## src/rtl/rect_burst_sched.sv

```systemverilog
// rect_burst_sched: round-robin burst scheduler for the rectifier remap engine.
// It tracks bursts in flight through rect_intp by counting vout pixels against each burst's length.
module rect_burst_sched #(
    parameter int MAX_OUTST = 2,
    parameter int GAP_CYC   = 2
) (
    input  logic       clk,
    input  logic       rst,
    input  logic       i_l_req,
    input  logic [8:0] i_l_ydst,
    input  logic [9:0] i_l_xdst,
    input  logic [6:0] i_l_len,
    input  logic       i_l_last,
    output logic       o_l_ack,
    input  logic       i_r_req,
    input  logic [8:0] i_r_ydst,
    input  logic [9:0] i_r_xdst,
    input  logic [6:0] i_r_len,
    input  logic       i_r_last,
    output logic       o_r_ack,
    input  logic       i_lb_rdy_l,
    input  logic       i_lb_rdy_r,
    input  logic       i_obuf_full,
    output logic       o_rm_start,
    output logic       o_rm_lr,
    output logic [8:0] o_rm_ydst,
    output logic [9:0] o_rm_xdst,
    output logic [6:0] o_rm_len,
    output logic       o_rm_last,
    input  logic       i_rm_busy,
    input  logic       i_intp_vout,
    output logic       o_burst_done,
    output logic       o_line_done,
    output logic       o_done_lr,
    output logic [1:0] o_outst,
    output logic       o_busy,
    output logic       o_err
);
    localparam int GW = $clog2(GAP_CYC + 1);
    localparam logic [1:0] MAX_O = 2'(MAX_OUTST);
    typedef enum logic [1:0] {S_IDLE, S_START, S_RUN, S_GAP} state_t;
    typedef struct packed {
        logic [6:0] len;
        logic       last;
        logic       lr;
    } trk_t;
    state_t        r_state, w_next;
    logic          r_rr;
    logic          r_run1;
    logic [GW-1:0] r_gap;
    logic          r_rm_lr, r_rm_last;
    logic [8:0]    r_rm_ydst;
    logic [9:0]    r_rm_xdst;
    logic [6:0]    r_rm_len;
    trk_t          r_q [2];
    logic [1:0]    r_outst;
    logic [6:0]    r_pix;
    logic          r_burst_done, r_line_done, r_done_lr, r_err;
    logic          w_room, w_elig_l, w_elig_r, w_grant, w_pick_r;
    logic          w_push, w_vout_ok, w_pop, w_pidx;
    assign w_room    = r_outst < MAX_O;
    assign w_elig_l  = i_l_req & i_lb_rdy_l & ~i_obuf_full & w_room;
    assign w_elig_r  = i_r_req & i_lb_rdy_r & ~i_obuf_full & w_room;
    assign w_grant   = w_elig_l | w_elig_r;
    assign w_pick_r  = w_elig_r & (~w_elig_l | r_rr);
    assign w_push    = (r_state == S_START) && (r_rm_len != 7'd0);
    assign w_vout_ok = i_intp_vout && (r_outst != 2'd0);
    assign w_pop     = w_vout_ok && ({1'b0, r_pix} + 8'd1 == {1'b0, r_q[0].len});
    // A push lands behind the head unless the head leaves in the same cycle.
    assign w_pidx    = (r_outst == 2'd1) && !w_pop;
    always_comb begin
        w_next = r_state;
        case (r_state)
            S_IDLE:  w_next = w_grant ? S_START : S_IDLE;
            S_START: w_next = (r_rm_len == 7'd0) ? S_IDLE : S_RUN;
            S_RUN:   w_next = (!r_run1 && !i_rm_busy) ? S_GAP : S_RUN;
            S_GAP:   w_next = (r_gap == GW'(GAP_CYC - 1)) ? S_IDLE : S_GAP;
            default: w_next = S_IDLE;
        endcase
    end
    always_ff @(posedge clk) begin
        if (rst) begin
            r_state      <= S_IDLE;
            r_rr         <= 1'b0;
            r_run1       <= 1'b0;
            r_gap        <= '0;
            r_rm_lr      <= 1'b0;
            r_rm_last    <= 1'b0;
            r_rm_ydst    <= '0;
            r_rm_xdst    <= '0;
            r_rm_len     <= '0;
            r_q[0]       <= '0;
            r_q[1]       <= '0;
            r_outst      <= '0;
            r_pix        <= '0;
            r_burst_done <= 1'b0;
            r_line_done  <= 1'b0;
            r_done_lr    <= 1'b0;
            r_err        <= 1'b0;
        end else begin
            r_state <= w_next;
            r_run1  <= r_state == S_START;
            r_gap   <= (r_state == S_GAP) ? r_gap + GW'(1) : '0;
            if (r_state == S_IDLE && w_grant) begin
                r_rm_lr   <= w_pick_r;
                r_rr      <= ~w_pick_r;
                r_rm_ydst <= w_pick_r ? i_r_ydst : i_l_ydst;
                r_rm_xdst <= w_pick_r ? i_r_xdst : i_l_xdst;
                r_rm_len  <= w_pick_r ? i_r_len  : i_l_len;
                r_rm_last <= w_pick_r ? i_r_last : i_l_last;
            end
            r_burst_done <= w_pop;
            r_line_done  <= w_pop & r_q[0].last;
            r_done_lr    <= w_pop ? r_q[0].lr : r_done_lr;
            if (w_vout_ok)
                r_pix <= w_pop ? '0 : r_pix + 7'd1;
            if (w_pop)
                r_q[0] <= r_q[1];
            if (w_push)
                r_q[w_pidx] <= '{len: r_rm_len, last: r_rm_last, lr: r_rm_lr};
            r_outst <= r_outst + {1'b0, w_push} - {1'b0, w_pop};
            if (i_intp_vout && r_outst == 2'd0)
                r_err <= 1'b1;
        end
    end
    assign o_l_ack      = (r_state == S_START) && !r_rm_lr;
    assign o_r_ack      = (r_state == S_START) && r_rm_lr;
    assign o_rm_start   = w_push;
    assign o_rm_lr      = r_rm_lr;
    assign o_rm_ydst    = r_rm_ydst;
    assign o_rm_xdst    = r_rm_xdst;
    assign o_rm_len     = r_rm_len;
    assign o_rm_last    = r_rm_last;
    assign o_burst_done = r_burst_done;
    assign o_line_done  = r_line_done;
    assign o_done_lr    = r_done_lr;
    assign o_outst      = r_outst;
    assign o_busy       = (r_state != S_IDLE) || (r_outst != 2'd0);
    assign o_err        = r_err;
endmodule

```

## config.mk

```make
export PLATFORM = sky130hd
export DESIGN_NAME = rect_burst_sched
export DESIGN_NICKNAME = d
export VERILOG_FILES = /design/src/rtl/rect_burst_sched.sv
export SDC_FILE = /design/constraint.sdc
export NUM_CORES = 1
export LEC_CHECK = 0
export ABC_AREA = 1
export BUFFER_PORTS_ARGS = -buffer_cell sky130_fd_sc_hd__buf_2
export CORE_UTILIZATION = 30
export DETAILED_ROUTE_END_ITERATION = 10
export PLACE_DENSITY = 0.53
export REMOVE_ABC_BUFFERS = 1
export SYNTH_ARGS = -nofsm -noshare
export SYNTH_HDL_FRONTEND = slang
export SYNTH_SLANG_ARGS = --single-unit
```

## constraint.sdc

```tcl
create_clock -name clk -period 6.3 [get_ports clk]
set_input_delay 1.575 -clock clk [delete_from_list [all_inputs] [get_ports clk]]
set_output_delay 1.575 -clock clk [all_outputs]
set_load 0.02 [all_outputs]
```

* Word level (Yosys, flattened, before mapping) *
Memories as Yosys holds them, arrays and structs flattened.
Cells that the tools add are included.

storage, ports and cells
  RAM bits = 18
  bits of input ports = 63
  memories = 1
  word-level logic and storage cells = 87
  bits in latches = 0
  bits in registers = 47
  output and inout bits = 38
  bits in read-only memories = 0

operators by class
  $add $sub $neg = 5
  multipliers = 0
  multiplexer cells = 22
  reductions and logical operators = 22
  order comparisons = 1
  shift operators = 0
  bitwise gates (word level) = 15
  eq/ne operators = 6
  div/mod/pow operators = 0

memory list
  name  depth  bits a word  rd ports  clocked after memory_dff  write ports  RTL line  RTL
  r_q   2      9            2         0                         2            55        trk_t r_q [2];

operators by type and width
  operator               number
  $mux W9                3
  $mux W7                2
  $mux W1                13
  $mux W10               1
  $logic_and A1 B1 Y1    9
  $reduce_or A9 Y1       1
  $add A7 B1 Y8 const B  1
  $and A1 B1 Y1          8
  $eq A8 B7 Y1           1
  $pmux W2 S4            1
  $add A7 B1 Y7 const B  1
  $logic_not A7 Y1       1
  $reduce_bool A7 Y1     1
  $eq A2 B1 Y1 const B   3
  $eq A2 B2 Y1 const B   2
  $logic_not A1 Y1       4
  $logic_not A2 Y1       2
  $mux W2                2
  $not A1 Y1             4
  $reduce_bool A2 Y1     2
  $or A1 B1 Y1           3
  $add A2 B1 Y2          1
  $add A2 B1 Y2 const B  1
  $lt A2 B2 Y1 const B   1
  other kinds (3)        3

* Logic depth before layout (Yosys ltp) *
  depth after elaboration = 7
  gate-level depth with buffers = 16
  depth with buffers taken out = 15

* Least setup slack after synthesis *
No wires, ideal clock.

  path type = in2reg
  start point = input i_intp_vout
  end point = register r_outst[1], in the netlist o_outst[1]
  stages on the path = 13
  slack = 3166 ps
  data arrival time = 3064 ps
  buffers on the path = 1
  setup time = 70 ps
  required time = 6230 ps
  cells stage by stage = inv_1 -> nor2_1 -> nand3_1 -> nor2_1 -> nand3_1 -> nor2_1 -> buf_4 -> ha_1 -> inv_1 -> ha_1 -> xor2_1 -> o21ai_0 -> a21oi_1

on the way
  longest elaborated chain between the ends = 3

RTL lines
  what                    RTL line  RTL
  start: declaration      31        input logic i_intp_vout,
  $logic_and A1 B1 Y1     67        assign w_vout_ok = i_intp_vout && (r_outst != 2'd0);
  $logic_and A1 B1 Y1     68        assign w_pop = w_vout_ok && ({1'b0, r_pix} + 8'd1 == {1'b0, r_q[0].len});
  via w_pop               60        logic w_push, w_vout_ok, w_pop, w_pidx;
  $sub A2 B1 Y2           121       r_outst <= r_outst + {1'b0, w_push} - {1'b0, w_pop};
  end signal: assignment  121
  end: declaration        56        logic [1:0] r_outst;

The timed path passes the listed nets, and every way through them passes these cells.
A chain may end at the register's enable or synchronous reset.

* Worst setup path after layout *
  start point = input i_intp_vout
  end point = register r_outst[1], in the netlist o_outst[1]

on the way
  longest elaborated chain between the ends = 3

RTL lines
  what                 RTL line
  $logic_and A1 B1 Y1  67
  $logic_and A1 B1 Y1  68
  $sub A2 B1 Y2        121

No other way between the ends.

==> run summary <==
Status: complete, no violations
Total of cells resized after clock tree synthesis: 0
WL/cell: 11.9 um
I/O Buffers: 100
Hold Fails Final Rpt: 0
Clock tree buffer depth: 2
Kind of critical path: primary input to flip-flop
DR iter-0 viols: 43
TNS Setup: 0 ns
Yosys warnings: 0
Dpl ws: 2.52 ns
Worst Path Required: 6.58 ns
Area leader, netlist: dfxtp_1
DRC violation count after routing: 0
Area Growth Syn to Fin: 24.4%
Min cycle time layout: 3.41 ns
Crit. End Element: flip-flop
Leakage: 2.05 nW
Fmax: 293 MHz
Io pins: 101
Pin count of the biggest net entering global routing: 44
Hold_buf cts: 0
Post-route antenna net violation count: 0
Synth top area share: 29.1%
Via density: 4.48
Hold crit path type: flip-flop to flip-flop
Synth Register Bits: 65
CTS tree: built
Clock root buffer: clkbuf_8
Floorplan core area: 10,400 sq um
R2R Path End: o_outst[1]
Slew HR: 48.1%
Fraction of layout cells with a size suffix above 1: 23.2%
Htree depth: 3
Synth Instances: 451
CTS Buf Count: 9
Ys async rst share: 0%
Period utilisation layout: 54.2%
Synth unique cells: 32
Worst Setup Start Kind: primary input
Routability cong.: 0.762
Sequential-to-total area share from yosys stat: 45.8%
Hold Crit Endpoint: r_gap[0]
Number of global-route vias before repair: 2,904
Ant diodes: 0
Top cells by area, synth: dfxtp_1 (29%), nand2_1 (18%), edfxtp_1 (17%)
Worst IR drop on VDD: 113 uV
Worst-skew pair later-pin latency: 0.34 ns
Die Ht: 106 um
Clock skew: 0.00908 ns
TritonRoute pass-1 iters: 4
FP Rows: 37
Clock Sinks: 65
# setup viols final: 0
# Post-CTS Setup Buffers: 0
Number of synthesized flops with an enable pin: 18
DIE AREA: 11,200 sq um
Die X: 106 um
Unrepaired setup endpoints after global routing: false
FF-to-FF path depth: 15
Slew Viols, Final: 0
Nets: 613
CP Max Fanout: 11
Starting Density: 31.2%
Total number of vias: 3,075
Worst r2r src: r_pix[1]
Synth Flop Type: dfxtp_1
Hold Crit Depth: 1
CP arrival: 3.69 ns
Max cap viols: 0
Mean Syn Cell Area: 7.18 sq um
Reg2reg setup slack: 3.50 ns
Hold Crit Start: r_gap[0]
Clk pin slew, worst setup/hold paths: 0.07 ns
Power Dens Cells: 240 nW/um^2
Fillers: 1,115
Gr usage total: 15.6%
Least-Margin Pin Slew: 0.776 ns
First-pass GRT wire length: 13,700 um
Antenna violations before repair: 0
HPWL Detailed: 5930 um
DRT Wirelength: 8150 um
Mapped Area: 3240 sq um
Final WS setup: 2.89 ns
Grt total ovfl: 0
==> where the power goes <==
part           switching, mW  leakage, nW  total, mW  internal (mW)
Combinational         0.0786         1.37      0.124         0.0451
Clock                  0.164        0.104      0.383          0.219
Sequential            0.0116        0.568      0.460          0.448
Total                  0.255         2.05      0.966          0.712
==> routing by layer <==
layer  up-vias  track usage [%]  routed length [um]
li1       1610                -                   -
met1      1358             18.8                3780
met2        96             24.9                3600
met3        11             5.26                 623
met4         0             7.14                 154
met5         -                0                   0
==> critical path: stages <==
cell	delay, ns
buf_2	0.09
inv_1	0.03
nor2_1	0.17
nand3_1	0.10
nor2_1	0.16
nand3_1	0.09
nor2_1	0.53
ha_1	0.36
inv_1	0.05
ha_1	0.14
xor2_1	0.17
o21ai_0	0.09
a21oi_1	0.13
==> synth_stat cells, types with 3 or more instances <==
library cell	count
buf_2	5
dfxtp_1	47
nor2_1	33
ha_1	4
buf_6	3
nand4_1	12
clkbuf_1	8
edfxtp_1	18
nand2_2	5
nand3_1	46
a21oi_1	11
o211ai_1	9
nand2_1	159
inv_1	66
o21ai_0	4
==> cell usage in the layout, fill, tap and decap left out, drive strengths merged <==
master	netlist	routed
nor4	2	2
clkbuf	8	9
inv	67	67
xnor2	1	1
a31oi	1	1
o21ai	4	4
buf	10	102
clkinvlp	0	1
a21oi	11	11
and3	1	1
nor3	1	1
nand3	47	47
a311oi	1	1
dfxtp	47	47
nor2	37	37
nand4	12	12
nand3b	2	2
edfxtp	18	18
or2	1	1
xor2	1	1
ha	4	4
bufinv	0	2
clkinv	1	5
o21a	1	1
o211ai	9	9
nand2	164	164
==> worst max path at each step <==
stage	start	endpoint	slack (ns)	cells after the start
after global routing	i_intp_vout	o_outst[1]	2.66	13
after floorplan	i_intp_vout	o_outst[1]	2.95	12
after global placement	i_intp_vout	o_outst[1]	2.59	13
final	i_intp_vout	o_outst[1]	2.89	13
after CTS	i_intp_vout	o_outst[1]	2.89	13
after detailed placement	i_intp_vout	o_outst[1]	2.52	13
==> metrics by stage <==
| step | std cells | instance area [sq um] | hold WS, ns | utilization, % | total power [mW] |
|---|---|---|---|---|---|
| 2_1_floorplan | 433 | 3130 | 0.404 | - | 0.540 |
| 3_3_place_gp | 671 | 3820 | 0.413 | 36.8 | 0.592 |
| 3_5_place_dp | 671 | 3820 | 0.418 | 36.8 | 0.594 |
| 4_1_cts | 687 | 4030 | 0.432 | 38.8 | 0.981 |
| 5_1_grt | 687 | 4030 | 0.448 | 38.8 | 1.01 |
| 6_report | 687 | 4030 | 0.426 | 38.8 | 0.966 |
==> cell type report <==
| type | count | area [sq um] | share of cell area, % |
|---|---|---|---|
| Clock buffer | 9 | 124 | 3.08 |
| Clock inverter | 7 | 85.1 | 2.11 |
| Inverter | 68 | 255 | 6.34 |
| Multi-Input combinational cell | 300 | 1400 | 34.7 |
| Sequential cell | 65 | 1480 | 36.8 |
| Tap cell | 136 | 170 | 4.22 |
| Timing Repair Buffer | 102 | 515 | 12.8 |
==> kinds of logic (layout without fill, tap and decap cells) <==
| logic type | Yosys count | after routing | synth area share, % |
|---|---|---|---|
| and+or+nand+nor | 267 | 267 | 35.9 |
| buffers and inverters | 86 | 186 | 11.1 |
| DFF | 65 | 65 | 45.8 |
| AOI/OAI and AO/OA | 27 | 27 | 5.10 |
| adders and majority gates | 4 | 4 | 1.55 |
| xor gates and xnor gates | 2 | 2 | 0.541 |
==> flip-flops by register name, indices dropped and copies added, names as in the netlist, 2 cells and up <==
signal     flops
r_gap          2
o_rm_len       7
r_q           18
r_state        2
o_rm_ydst      9
o_rm_xdst     10
o_outst        2
r_pix          7
Note: power is estimated with default switching activity, not from simulation.
